## src/rtl/psx_io_arb_pkg.sv

```systemverilog
// Shared types and constants for the CPU/DMA I/O port arbiter.
package psx_io_arb_pkg;

   typedef enum logic [2:0] {
      IDLE,
      ISSUE,
      RESP,
      DONE,
      RELEASE
   } arb_state_t;

   typedef enum logic {
      OWN_CPU = 1'b0,
      OWN_DMA = 1'b1
   } owner_t;

   localparam logic [31:0] TIMEOUT_DATA = 32'hFFFF_FFFF;

endpackage

```

## src/rtl/io_arb_watchdog.sv

```systemverilog
// ISSUE-phase cycle counter; flags an abort when the slave never acks.
module io_arb_watchdog #(
   parameter int TIMEOUT_CYCLES = 255
) (
   input  logic clk,
   input  logic rst_n,
   input  logic start_i,
   input  logic run_i,
   input  logic ack_i,
   output logic expire_o
);

   localparam int CW = $clog2(TIMEOUT_CYCLES + 1);

   logic [CW-1:0] cnt_q, cnt_d;

   // An ack arriving on the final cycle still wins over the abort.
   assign expire_o = run_i & ~ack_i & (cnt_q == CW'(TIMEOUT_CYCLES));

   always_comb begin
      cnt_d = cnt_q;
      if (start_i) begin
         cnt_d = '0;
      end else if (run_i && (cnt_q != CW'(TIMEOUT_CYCLES))) begin
         cnt_d = cnt_q + CW'(1);
      end
   end

   always_ff @(posedge clk) begin
      if (!rst_n) begin
         cnt_q <= '0;
      end else begin
         cnt_q <= cnt_d;
      end
   end

endmodule

```

## src/rtl/io_bus_arbiter.sv

```systemverilog
// CPU/DMA arbiter for the shared I/O register port; DMA priority with a burst limit.
// Optional ISSUE timeout with sticky error flag is enabled by IO_ARB_TIMEOUT_EN.
module io_bus_arbiter
   import psx_io_arb_pkg::*;
#(
   parameter int DMA_BURST_MAX  = 4,
   parameter int TIMEOUT_CYCLES = 255
) (
   input  logic        clk,
   input  logic        rst_n,
   input  logic [31:0] cpu_addr,
   input  logic [31:0] cpu_data_i,
   input  logic        cpu_ren,
   input  logic        cpu_wen,
   input  logic [3:0]  cpu_ben,
   output logic        cpu_ack,
   output logic [31:0] cpu_data_o,
   input  logic [31:0] dma_addr,
   input  logic [31:0] dma_data_i,
   input  logic        dma_ren,
   input  logic        dma_wen,
   input  logic [3:0]  dma_ben,
   output logic        dma_ack,
   output logic [31:0] dma_data_o,
   output logic [31:0] io_addr,
   output logic [31:0] io_data_o,
   output logic [3:0]  io_ben,
   output logic        io_ren,
   output logic        io_wen,
   input  logic        io_ack,
   input  logic [31:0] io_data_i,
   output logic        owner,
   output logic        busy,
   output logic        timeout_err,
   input  logic        err_clr
);

   localparam logic [3:0] BURST_LIMIT = 4'(DMA_BURST_MAX);

   arb_state_t  state_q, state_d;
   owner_t      owner_q, owner_d;
   logic        read_q, read_d;
   logic [31:0] rdata_q, rdata_d;
   logic [3:0]  streak_q, streak_d;

   logic cpu_req, dma_req, own_req, in_issue;
   logic expire, aborted;

   assign cpu_req  = cpu_ren | cpu_wen;
   assign dma_req  = dma_ren | dma_wen;
   assign own_req  = (owner_q == OWN_DMA) ? dma_req : cpu_req;
   assign in_issue = (state_q == ISSUE);

`ifdef IO_ARB_TIMEOUT_EN
   logic aborted_q, timeout_err_q;

   io_arb_watchdog #(
      .TIMEOUT_CYCLES(TIMEOUT_CYCLES)
   ) u_watchdog (
      .clk     (clk),
      .rst_n   (rst_n),
      .start_i (state_q != ISSUE),
      .run_i   (in_issue),
      .ack_i   (io_ack),
      .expire_o(expire)
   );

   // aborted_q keeps RESP from overwriting the timeout data with slave garbage.
   always_ff @(posedge clk) begin
      if (!rst_n) begin
         aborted_q     <= 1'b0;
         timeout_err_q <= 1'b0;
      end else begin
         if (expire) begin
            aborted_q <= 1'b1;
         end else if (state_q == IDLE) begin
            aborted_q <= 1'b0;
         end
         if (expire) begin
            timeout_err_q <= 1'b1;
         end else if (err_clr) begin
            timeout_err_q <= 1'b0;
         end
      end
   end

   assign aborted     = aborted_q;
   assign timeout_err = timeout_err_q;
`else
   logic unused_timeout;
   assign unused_timeout = err_clr | (TIMEOUT_CYCLES == 0);
   assign expire         = 1'b0;
   assign aborted        = 1'b0;
   assign timeout_err    = 1'b0;
`endif

   always_comb begin
      state_d  = state_q;
      owner_d  = owner_q;
      read_d   = read_q;
      rdata_d  = rdata_q;
      streak_d = streak_q;
      unique case (state_q)
         IDLE: begin
            if (dma_req && !(cpu_req && (streak_q == BURST_LIMIT))) begin
               owner_d = OWN_DMA;
               read_d  = dma_ren;
               state_d = ISSUE;
               if (cpu_req && (streak_q != BURST_LIMIT)) begin
                  streak_d = streak_q + 4'd1;
               end
            end else if (cpu_req) begin
               owner_d  = OWN_CPU;
               read_d   = cpu_ren;
               state_d  = ISSUE;
               streak_d = 4'd0;
            end
            if (!cpu_req) begin
               streak_d = 4'd0;
            end
         end
         ISSUE: begin
            if (io_ack) begin
               state_d = RESP;
            end else if (expire) begin
               state_d = RESP;
               rdata_d = TIMEOUT_DATA;
            end
         end
         RESP: begin
            if (read_q && !aborted) begin
               rdata_d = io_data_i;
            end
            state_d = DONE;
         end
         DONE: begin
            state_d = RELEASE;
         end
         RELEASE: begin
            if (!own_req) begin
               state_d = IDLE;
            end
         end
         default: begin
            state_d = IDLE;
         end
      endcase
   end

   always_ff @(posedge clk) begin
      if (!rst_n) begin
         state_q  <= IDLE;
         owner_q  <= OWN_CPU;
         read_q   <= 1'b0;
         rdata_q  <= '0;
         streak_q <= 4'd0;
      end else begin
         state_q  <= state_d;
         owner_q  <= owner_d;
         read_q   <= read_d;
         rdata_q  <= rdata_d;
         streak_q <= streak_d;
      end
   end

   // Port signals are forced to zero outside ISSUE so the slave never sees stale requests.
   assign io_ren     = in_issue & read_q;
   assign io_wen     = in_issue & ~read_q;
   assign io_addr    = in_issue ? ((owner_q == OWN_DMA) ? dma_addr   : cpu_addr)   : '0;
   assign io_data_o  = in_issue ? ((owner_q == OWN_DMA) ? dma_data_i : cpu_data_i) : '0;
   assign io_ben     = in_issue ? ((owner_q == OWN_DMA) ? dma_ben    : cpu_ben)    : '0;
   assign cpu_ack    = (state_q == DONE) && (owner_q == OWN_CPU);
   assign dma_ack    = (state_q == DONE) && (owner_q == OWN_DMA);
   assign cpu_data_o = rdata_q;
   assign dma_data_o = rdata_q;
   assign owner      = owner_q;
   assign busy       = (state_q != IDLE);

endmodule
```

## config.mk

```make
export PLATFORM = sky130hd
export DESIGN_NAME = io_bus_arbiter
export DESIGN_NICKNAME = d
export VERILOG_FILES = /design/src/rtl/psx_io_arb_pkg.sv /design/src/rtl/io_arb_watchdog.sv /design/src/rtl/io_bus_arbiter.sv
export SDC_FILE = /design/constraint.sdc
export NUM_CORES = 1
export LEC_CHECK = 0
export BUFFER_PORTS_ARGS = -buffer_cell sky130_fd_sc_hd__buf_2
export CAP_MARGIN = 20
export CORE_AREA = 10 10 113 115
export DETAILED_ROUTE_END_ITERATION = 8
export DIE_AREA = 0 0 123 125
export HOLD_SLACK_MARGIN = 0.12
export PLACE_DENSITY = 0.76
export SYNTH_ARGS = -nofsm -noshare
export SYNTH_HDL_FRONTEND = slang
export SYNTH_HIERARCHICAL = 1
export SYNTH_SLANG_ARGS = --single-unit
```

## constraint.sdc

```tcl
create_clock -name clk -period 1.99 [get_ports clk]
set_input_delay 0 -clock clk [delete_from_list [all_inputs] [get_ports clk]]
set_output_delay 0 -clock clk [all_outputs]
set_load 0.005 [all_outputs]
```

Word-level counts from Yosys, hierarchy flattened:

Index checks and enable logic that the tools add are counted.

* shifts and indexed selects: 0
* bitwise gates (word level): 6
* reductions and logical operators: 13
* muxes and demuxes: 19
* divide/modulo/power cells: 0
* add/sub/neg operators: 1
* magnitude comparators: 0
* multiply operators: 0
* equal/unequal tests: 10

Operators with widths (count)
* two-way mux 32 bit: 4
* two-way mux 4 bit: 5
* case mux 3 bit (5 select lines): 1
* two-way mux 3 bit: 4
* == test 3 x 2 -> 1 bit (second input constant): 2
* AND reduction 2 bit: 3
* logical AND 1 bit: 5
* two-way mux 1 bit: 5
* adder 4 x 1 -> 4 bit (second input constant): 1
* == test 4 x 3 -> 1 bit (second input constant): 1
* inequality test 2 bit (second input constant): 2
* inequality test 4 x 3 -> 1 bit (second input constant): 1
* == test 3 x 1 -> 1 bit (second input constant): 1
* == test 3 bit (second input constant): 1
* zero test 3 bit: 1
* inequality test 3 x 2 -> 1 bit (second input constant): 1
* inequality test 3 bit (second input constant): 1
* AND reduction 3 bit: 1
* nonzero test 3 bit: 1
* AND 1 bit: 2
* inverter 1 bit: 2
* OR 1 bit: 2
* nonzero test 2 bit: 1
* zero test 1 bit: 1

* ROM bits: 0
* input port bits: 176
* latch bits: 0
* memory bits (writable): 0
* memories: 0
* bits in registers: 41
* word-level logic and storage cells: 54
* output and inout port bits: 139

Longest topological paths before layout:

Gate-level depths: netlist of run 1.

* depth in word-level cells: 6
* mapped depth: 6
* mapped depth without buffers: 5

Least setup slack after synthesis of run 1:

No wires, ideal clock.

* kind: register to register
* from: reg state_q[1]
* to: reg streak_q[0]
* setup slack: 0.751 ns
* data required time: 1.857 ns
* library setup time: 0.133 ns
* period minus slack after synthesis: 1.239 ns
* arrival time: 1.107 ns
* stages on the path, launching flop included: 6
* buffers on the path: 1
* path through: dfxtp_1 buf_4 nor3_4 inv_1 a21oi_1 nor3_1

* longest elaborated chain between the ends: 2

Ends and longest elaborated chain
* start: declaration: RTL line io_bus_arbiter.sv:40 `arb_state_t state_q, state_d;`
* start signal: assignment: RTL line io_bus_arbiter.sv:158 `state_q <= state_d;`
* zero test 3 bit: RTL line io_bus_arbiter.sv:103 `unique case (state_q)`
* AND reduction 2 bit (no source line)
* end signal: assignment: RTL line io_bus_arbiter.sv:162 `streak_q <= streak_d;`
* end: declaration: RTL line io_bus_arbiter.sv:44 `logic [3:0] streak_q, streak_d;`

Every way passes these cells.
A chain may end at the register's enable or synchronous reset.

Worst setup path after layout of run 1:

* from: reg streak_q[0]
* to: reg owner_q, in the netlist owner

* longest elaborated chain between the ends: 6
* elaborated cells between the ends (all ways): 7
* those cells by class: 1 x eq/ne; 1 x mux; 5 x reduce/logical

Ends and longest elaborated chain
* == test 4 x 3 -> 1 bit *: RTL line io_bus_arbiter.sv:105 `if (dma_req && !(cpu_req && (streak_q == BURST_LIMIT))) begin`
* logical AND 1 bit *: RTL line io_bus_arbiter.sv:105
* zero test 1 bit *: RTL line io_bus_arbiter.sv:105
* logical AND 1 bit *: RTL line io_bus_arbiter.sv:105
* nonzero test 2 bit (no source line)
* AND reduction 2 bit (no source line)
* end signal: assignment: RTL line io_bus_arbiter.sv:159 `owner_q <= owner_d;`
* end: declaration: RTL line io_bus_arbiter.sv:41 `owner_t owner_q, owner_d;`

Mark *: on every way between the ends. The rest lies on a longest branch, timed or not.

==> results.md, run 1 <==
- Total global routing overflow: 0
- Hold path startpoint: cpu_wen
- Post-synth EDFFs: 0
- Clock power share: 27.5%
- Power per cell area: 513 mW/mm²
- Setup tns final: 0 ns
- CP Launch Point: streak_q[0]
- Worst path arrival time: 1.94 ns
- Overall die area: 0.0154 mm²
- Slew HR: 64.0%
- Post-route cell area: 0.00493 mm²
- Register area share after synthesis: 26.9%
- Post-DRT Antenna Nets: 0
- Reg2reg setup slack: 0.26 ns
- Synthesized area per cell: 7.73 µm²
- DIE HEIGHT: 125 µm
- Ys Warns: 6
- Finish-stage setup viols: 0
- Final Critical Period: 1.73 ns
- Hold Buf Count CTS: 38
- First-iteration detailed-routing DRC count: 244
- Unique cell type count in the Yosys netlist: 40
- Initial core utilization: 28.7%
- Crit path capture type: flip-flop
- GRT Util Overall: 17.3%
- Routed WL: 14500 µm
- # port buffers: 312
- CTS Buffer Depth: 2
- Sequential Power Share: 35.3%
- # IOs: 315
- Nets: 874
- Leak pwr: 2.62 nW
- Net Sw Frac: 30.7%
- Initial antenna violation count: 3
- Min-Delay Path Class: in -> reg
- Wirelength per Cell: 17.3 µm
- Die X: 123 µm
- Worst Reg-to-Reg Cells: 6
- Crit path max fanout: 5
- TritonCTS Buffers: 5
- WL met1: 5220 µm
- Fillers: 1052
- Met2 WL post-DR: 7060 µm
- Vias in the first global route: 3898
- VDD IR max: 0.000392 V
- Crit path kind: reg -> reg
- Std cell rows: 38
- Top Metal Used: met4
- Core area: 0.0106 mm²
- Worst Path Required: 2.20 ns
- Comb pwr share: 37.2%
- H-tree levels: 2
- Later-pin clock latency in the skew report: 0.29 ns
- Post-CTS sizing: 0
- RSZ-0062 raised after global routing: false
- Setup crit start kind: flip-flop
- Area Growth Syn to Fin: 61.7%
- Reg2reg start: streak_q[0]
- Post-CTS Setup Bufs: 0
- Final Slew Violations: 0
- Clock slew at reported path FFs: 0.08 ns
- Outcome: complete, no violations
- Share of cells above drive strength 1: 49.1%
- Synthesized cell area: 0.00305 mm²
- CTS tree: done
- Post-Place Cell Area: 0.00442 mm²
- Pint: 0.00175 W
- Pin count of the biggest net entering global routing: 71
- Fin crit share: 87.1%
- Pre-antenna DRT Iters: 5
- Hold EP: owner
- Post-DP HPWL: 11600 µm
- Place WS: 0.591 ns
- Gpl congestion: 0.902
- Synth async-reset ratio: 0%
- Met3 routed WL: 1880 µm
- Max Cap Viol: 0
- Sw power: 0.000777 W
- Worst Skew: 0.00782 ns
- Via/cell ratio: 4.53
- Synth Net Count: 572
- Hold slack: 0.149 ns
- Root buffer cell: clkbuf_8
- Fmax: 577 MHz
- Hold Vio Cnt, Final: 0
- First-pass GRT wire length: 21600 µm
- Post-route setup slack: 0.257 ns
- Syn Inst Count: 394
- Synth Flop Type: dfxtp_1
- CTS Sinks: 41
- DRC: 0
- Count of state elements after synthesis: 41
- Cells on Worst Hold Path: 4
- Worst reg2reg endpoint: owner
- Slew @ Worst Pin: 0.540 ns
- Via count: 3801
[worst max-delay path: stages, from the launching register on]
cell,delay (ns)
dfxtp_1,0.42
inv_1,0.06
ha_1,0.21
nand3b_1,0.16
o221ai_1,0.12
dlygate4sd3_1,0.58
a21oi_1,0.12
[cell type report]
type / instances / area [µm²] / share of cell area, %
inverters: 7 / 26.3 / 0.533
clock buffers: 6 / 82.6 / 1.68
flip-flops and latches: 41 / 825 / 16.7
diodes: 2 / 5.00 / 0.102
clock inverters: 2 / 36.3 / 0.736
multi-input cells: 283 / 1730 / 35.0
repair buffers: 358 / 2050 / 41.6
well taps: 140 / 175 / 3.56
[worst max path at each step]
stage | end | slack (ns) | cells after the start
after CTS | io_data_o[18] | 0.26 | 5
after global routing | owner | 0.11 | 4
final | owner | 0.26 | 6
after detailed placement | io_data_o[18] | 0.59 | 5
after global placement | io_addr[23] | 0.60 | 5
after floorplan | streak_q[0] | 0.75 | 5
[metrics by stage]
step	total power, W	utilization [%]	cells
after floorplan	0.00140	-	394
after global placement	0.00179	41.7	791
after detailed placement	0.00179	41.7	791
after CTS	0.00257	46.4	837
after global routing	0.00269	46.4	838
final	0.00253	46.5	839
[cells in the final DEF (no fill, tap or decap), types with 2 or more instances in the layout]
master           n
a21oi_1         30
a21oi_2          8
and2b_2          2
buf_12           4
buf_2          312
buf_4            4
clkbuf_8         6
dfxtp_1         40
diode_2          2
dlygate4sd3_1   38
ha_1             2
inv_1            7
mux2i_1         69
nand2_1         65
nand2b_1         2
nand3_1          2
nand3b_1         2
nor2_1          75
nor3_1           3
xnor2_1          2
[synth_stat cells, drive strengths merged (2+ instances only)]
library cell,count,area share (%)
a21oi,38,7.2
and2b,2,0.58
buf,55,14
clkbuf,8,2.1
dfxtp,41,27
ha,2,0.82
inv,7,0.86
mux2i,69,23
nand2,65,8.0
nand2b,3,0.62
nand3,2,0.33
nand3b,2,0.49
nor2,75,9.2
nor3,4,1.0
xnor2,2,0.58
[per-layer routing]
layer  track usage [%]  vias to the layer above
li1                  -                     1873
met1              18.4                     1703
met2              29.9                      205
met3              7.52                       20
met4              5.21                        0
met5                 0                        -
[registers in the layout (all words and copies together), names as in the netlist]
| name | count |
|---|---|
| cpu_data_o | 32 |
| owner | 1 |
| read_q | 1 |
| state_q | 3 |
| streak_q | 4 |
[cell families (layout without fill, tap and decap cells)]
| logic type | count (synthesis) | count (layout) | synth area share [%] |
|---|---|---|---|
| xor gates and xnor gates | 2 | 2 | 0.575 |
| DFF | 41 | 41 | 26.9 |
| and+or+nand+nor | 163 | 163 | 23.1 |
| muxes | 69 | 69 | 22.7 |
| AOI/OAI and AO/OA | 46 | 46 | 9.28 |
| buffers and inverters | 70 | 373 | 16.5 |
| other | 1 | 3 | 0.123 |
| adders and majority gates | 2 | 2 | 0.821 |
[power by group through the flow]
stage | Sequential, W | Combinational [W] | Clock [W]
after floorplan | 0.000884 | 0.000512 | 0
after global placement | 0.000912 | 0.000876 | 0
after detailed placement | 0.000913 | 0.000881 | 0
after CTS | 0.000894 | 0.000947 | 0.000730
after global routing | 0.000900 | 0.00103 | 0.000753
final | 0.000894 | 0.000940 | 0.000696
No activity file was read; power rests on OpenSTA's default activity.
==> inputs of run 2 (changes only) <==
--- a/config.mk
+++ b/config.mk
@@ -11,7 +11,7 @@
 export DETAILED_ROUTE_END_ITERATION = 8
 export DIE_AREA = 0 0 123 125
 export HOLD_SLACK_MARGIN = 0.12
-export PLACE_DENSITY = 0.76
+export PLACE_DENSITY = 0.65
 export SYNTH_ARGS = -nofsm -noshare
 export SYNTH_HDL_FRONTEND = slang
 export SYNTH_HIERARCHICAL = 1
==> run 2 against run 1 <==
Global-route usage grew 1.2 points. Combinational power shrank 2.7%. Final cell count grew 0.12%. Non-clock buffer count shrank 2. Utilization shrank 0.35 points. Die area is the same. Flip-flop and latch count is the same. First-iteration DRC count shrank 18%. Largest power group unchanged. Count of clock-buffer cells in the layout shrank 1. Sequential power grew 1%.
==> results.md, run 2 (same netlist as run 1, synthesis figures left out) <==
- TritonCTS Buffers: 5
- RSZ-0062 raised after global routing: false
- DRC: 0
- Fin crit share: 86.3%
- Final core utilization: 46.1%
- Crit path kind: reg -> out
- Largest register FFs: 32
- Vias in the first global route: 3892
- VDD IR max: 0.000346 V
- Post-DP HPWL: 12700 µm
- GRT Util Overall: 18.5%
- DIE HEIGHT: 125 µm
- First-pass GRT wire length: 22500 µm
- Clock slew at reported path FFs: 0.07 ns
- Slew @ Worst Pin: 0.625 ns
- Power per cell area: 505 mW/mm²
- # IOs: 315
- Worst path bufs/invs: 2
- Routed WL: 15500 µm
- Area of the multi-input gates: 0.00173 mm²
- Die X: 123 µm
- Net Sw Frac: 31.4%
- Most frequent cells in the layout: 312 x buf_2, 75 x nor2_1, 69 x mux2i_1
- Pin count of the biggest net entering global routing: 71
- Most common cell after layout, fill and taps aside: buf_2
- CTS Sinks: 41
- Hold Vio Cnt, Final: 0
- Slew HR: 58.3%
- Initial core utilization: 28.7%
- Slowest stage delay, CP: 0.52 ns
- Via/cell ratio: 4.61
- Crit path capture type: output pin
- Post-Place Cell Area: 0.00441 mm²
- Min-Delay Path Class: in -> reg
- Seq. cell area: 825 µm²
- Crit path max fanout: 70
- Gpl congestion: 1.04
- Sw power: 0.000775 W
- Core area: 0.0106 mm²
- Initial antenna violation count: 6
- Nets: 872
- Std cell rows: 38
- Via count: 3873
- CP delay by family, top: flip-flops
- Area Growth Syn to Fin: 60.5%
- Sequential Power Share: 36.6%
- Pre-antenna DRT Iters: 4
- Finish-stage setup viols: 0
- Final Slew Violations: 0
- Share of cells above drive strength 1: 49.1%
- Fillers: 1080
- Overall die area: 0.0154 mm²
- # port buffers: 312
- Max Cap Viol: 0
- Post-DRT Antenna Nets: 0
- First-iteration detailed-routing DRC count: 200
- Comb pwr share: 37.1%
- Leak pwr: 2.60 nW
- Final Critical Period: 1.72 ns
- Outcome: complete, no violations
- Worst Skew: 0.00611 ns
- Setup tns final: 0 ns
- Setup crit start kind: flip-flop
- CTS Buffer Depth: 2
- Pint: 0.00170 W
- Root buffer cell: clkbuf_8
- CTS tree: done
- Cell breakdown of the critical path: and2b_2 > nand2b_2 > buf_12 > nor2_1 > buf_2
- Clock power share: 26.4%
- Worst path arrival time: 1.72 ns
- Wirelength per Cell: 18.5 µm
- Critical path's slowest cell: dfxtp_1
- Worst Path Required: 1.99 ns
- Later-pin clock latency in the skew report: 0.29 ns
- Post-CTS Setup Bufs: 0
- Post-route cell area: 0.00489 mm²
- Total global routing overflow: 0
- H-tree levels: 2
- Fmax: 582 MHz
run 2: cell types whose count changed in the layout (fill, tap and decap cells not counted), sizes merged:
cell         change
clkbuf           -1
clkinv           +1
diode            +4
dlygate4sd3      -2
inv              -1
run 2: path summary, 6_finish.rpt:
check                      start        endpoint  slack (ns)  depth (start not counted)
setup / recovery      state_q[1]     io_addr[29]        0.27                          5
hold / removal           dma_ren           owner        0.13                          3
setup reg to reg      state_q[1]      state_q[1]        0.32                          4
hold reg to reg   cpu_data_o[31]  cpu_data_o[31]        0.47                          2
run 2: repair_timing:
| item | CTS | global route |
|---|---|---|
| hold buffers | 36 | 0 |
| hold endpoints to repair | 35 | 0 |
| gates resized for setup | 0 | 0 |
run 2: cell type report:
type	instances	area share, %
Timing Repair Buffer	356	41.3
Multi-Input combinational cell	283	35.3
Sequential cell	41	16.9
Tap cell	140	3.58
Clock buffer	5	1.41
Clock inverter	2	0.716
Inverter	7	0.537
Antenna cell	6	0.307
run 2: power groups by stage:
stage | registers (W) | logic [W] | clock network [W]
floorplan | 0.000884 | 0.000512 | 0
global placement | 0.000921 | 0.000855 | 0
detailed placement | 0.000924 | 0.000867 | 0
CTS | 0.000905 | 0.000925 | 0.000669
global route | 0.000913 | 0.00100 | 0.000693
finish | 0.000904 | 0.000915 | 0.000652
run 2: worst reg2reg max path: cells and delay by family (launching register included):
kind / cells / cell delay (ns)
AO/OA/AOI/OAI: 1 / 0.14
buffers and inverters: 1 / 0.55
flip-flops: 1 / 0.52
AND/OR/NAND/NOR: 2 / 0.34
run 2: stage by stage:
step / instances / power, W / hold WS [ns] / setup WS [ns]
6_report: 840 / 0.00247 / 0.126 / 0.272
5_1_grt: 839 / 0.00261 / 0.145 / 0.137
4_1_cts: 834 / 0.00250 / 0.120 / 0.252
3_5_place_dp: 791 / 0.00179 / 0.247 / 0.435
3_3_place_gp: 791 / 0.00178 / 0.241 / 0.489
2_1_floorplan: 394 / 0.00140 / 0.136 / 0.751
run 2: metal layers:
metal	global-route usage (%)	wire, µm
met5	0	13
met4	6.79	323
met3	7.83	1950
met2	33.6	7930
met1	18.1	5330
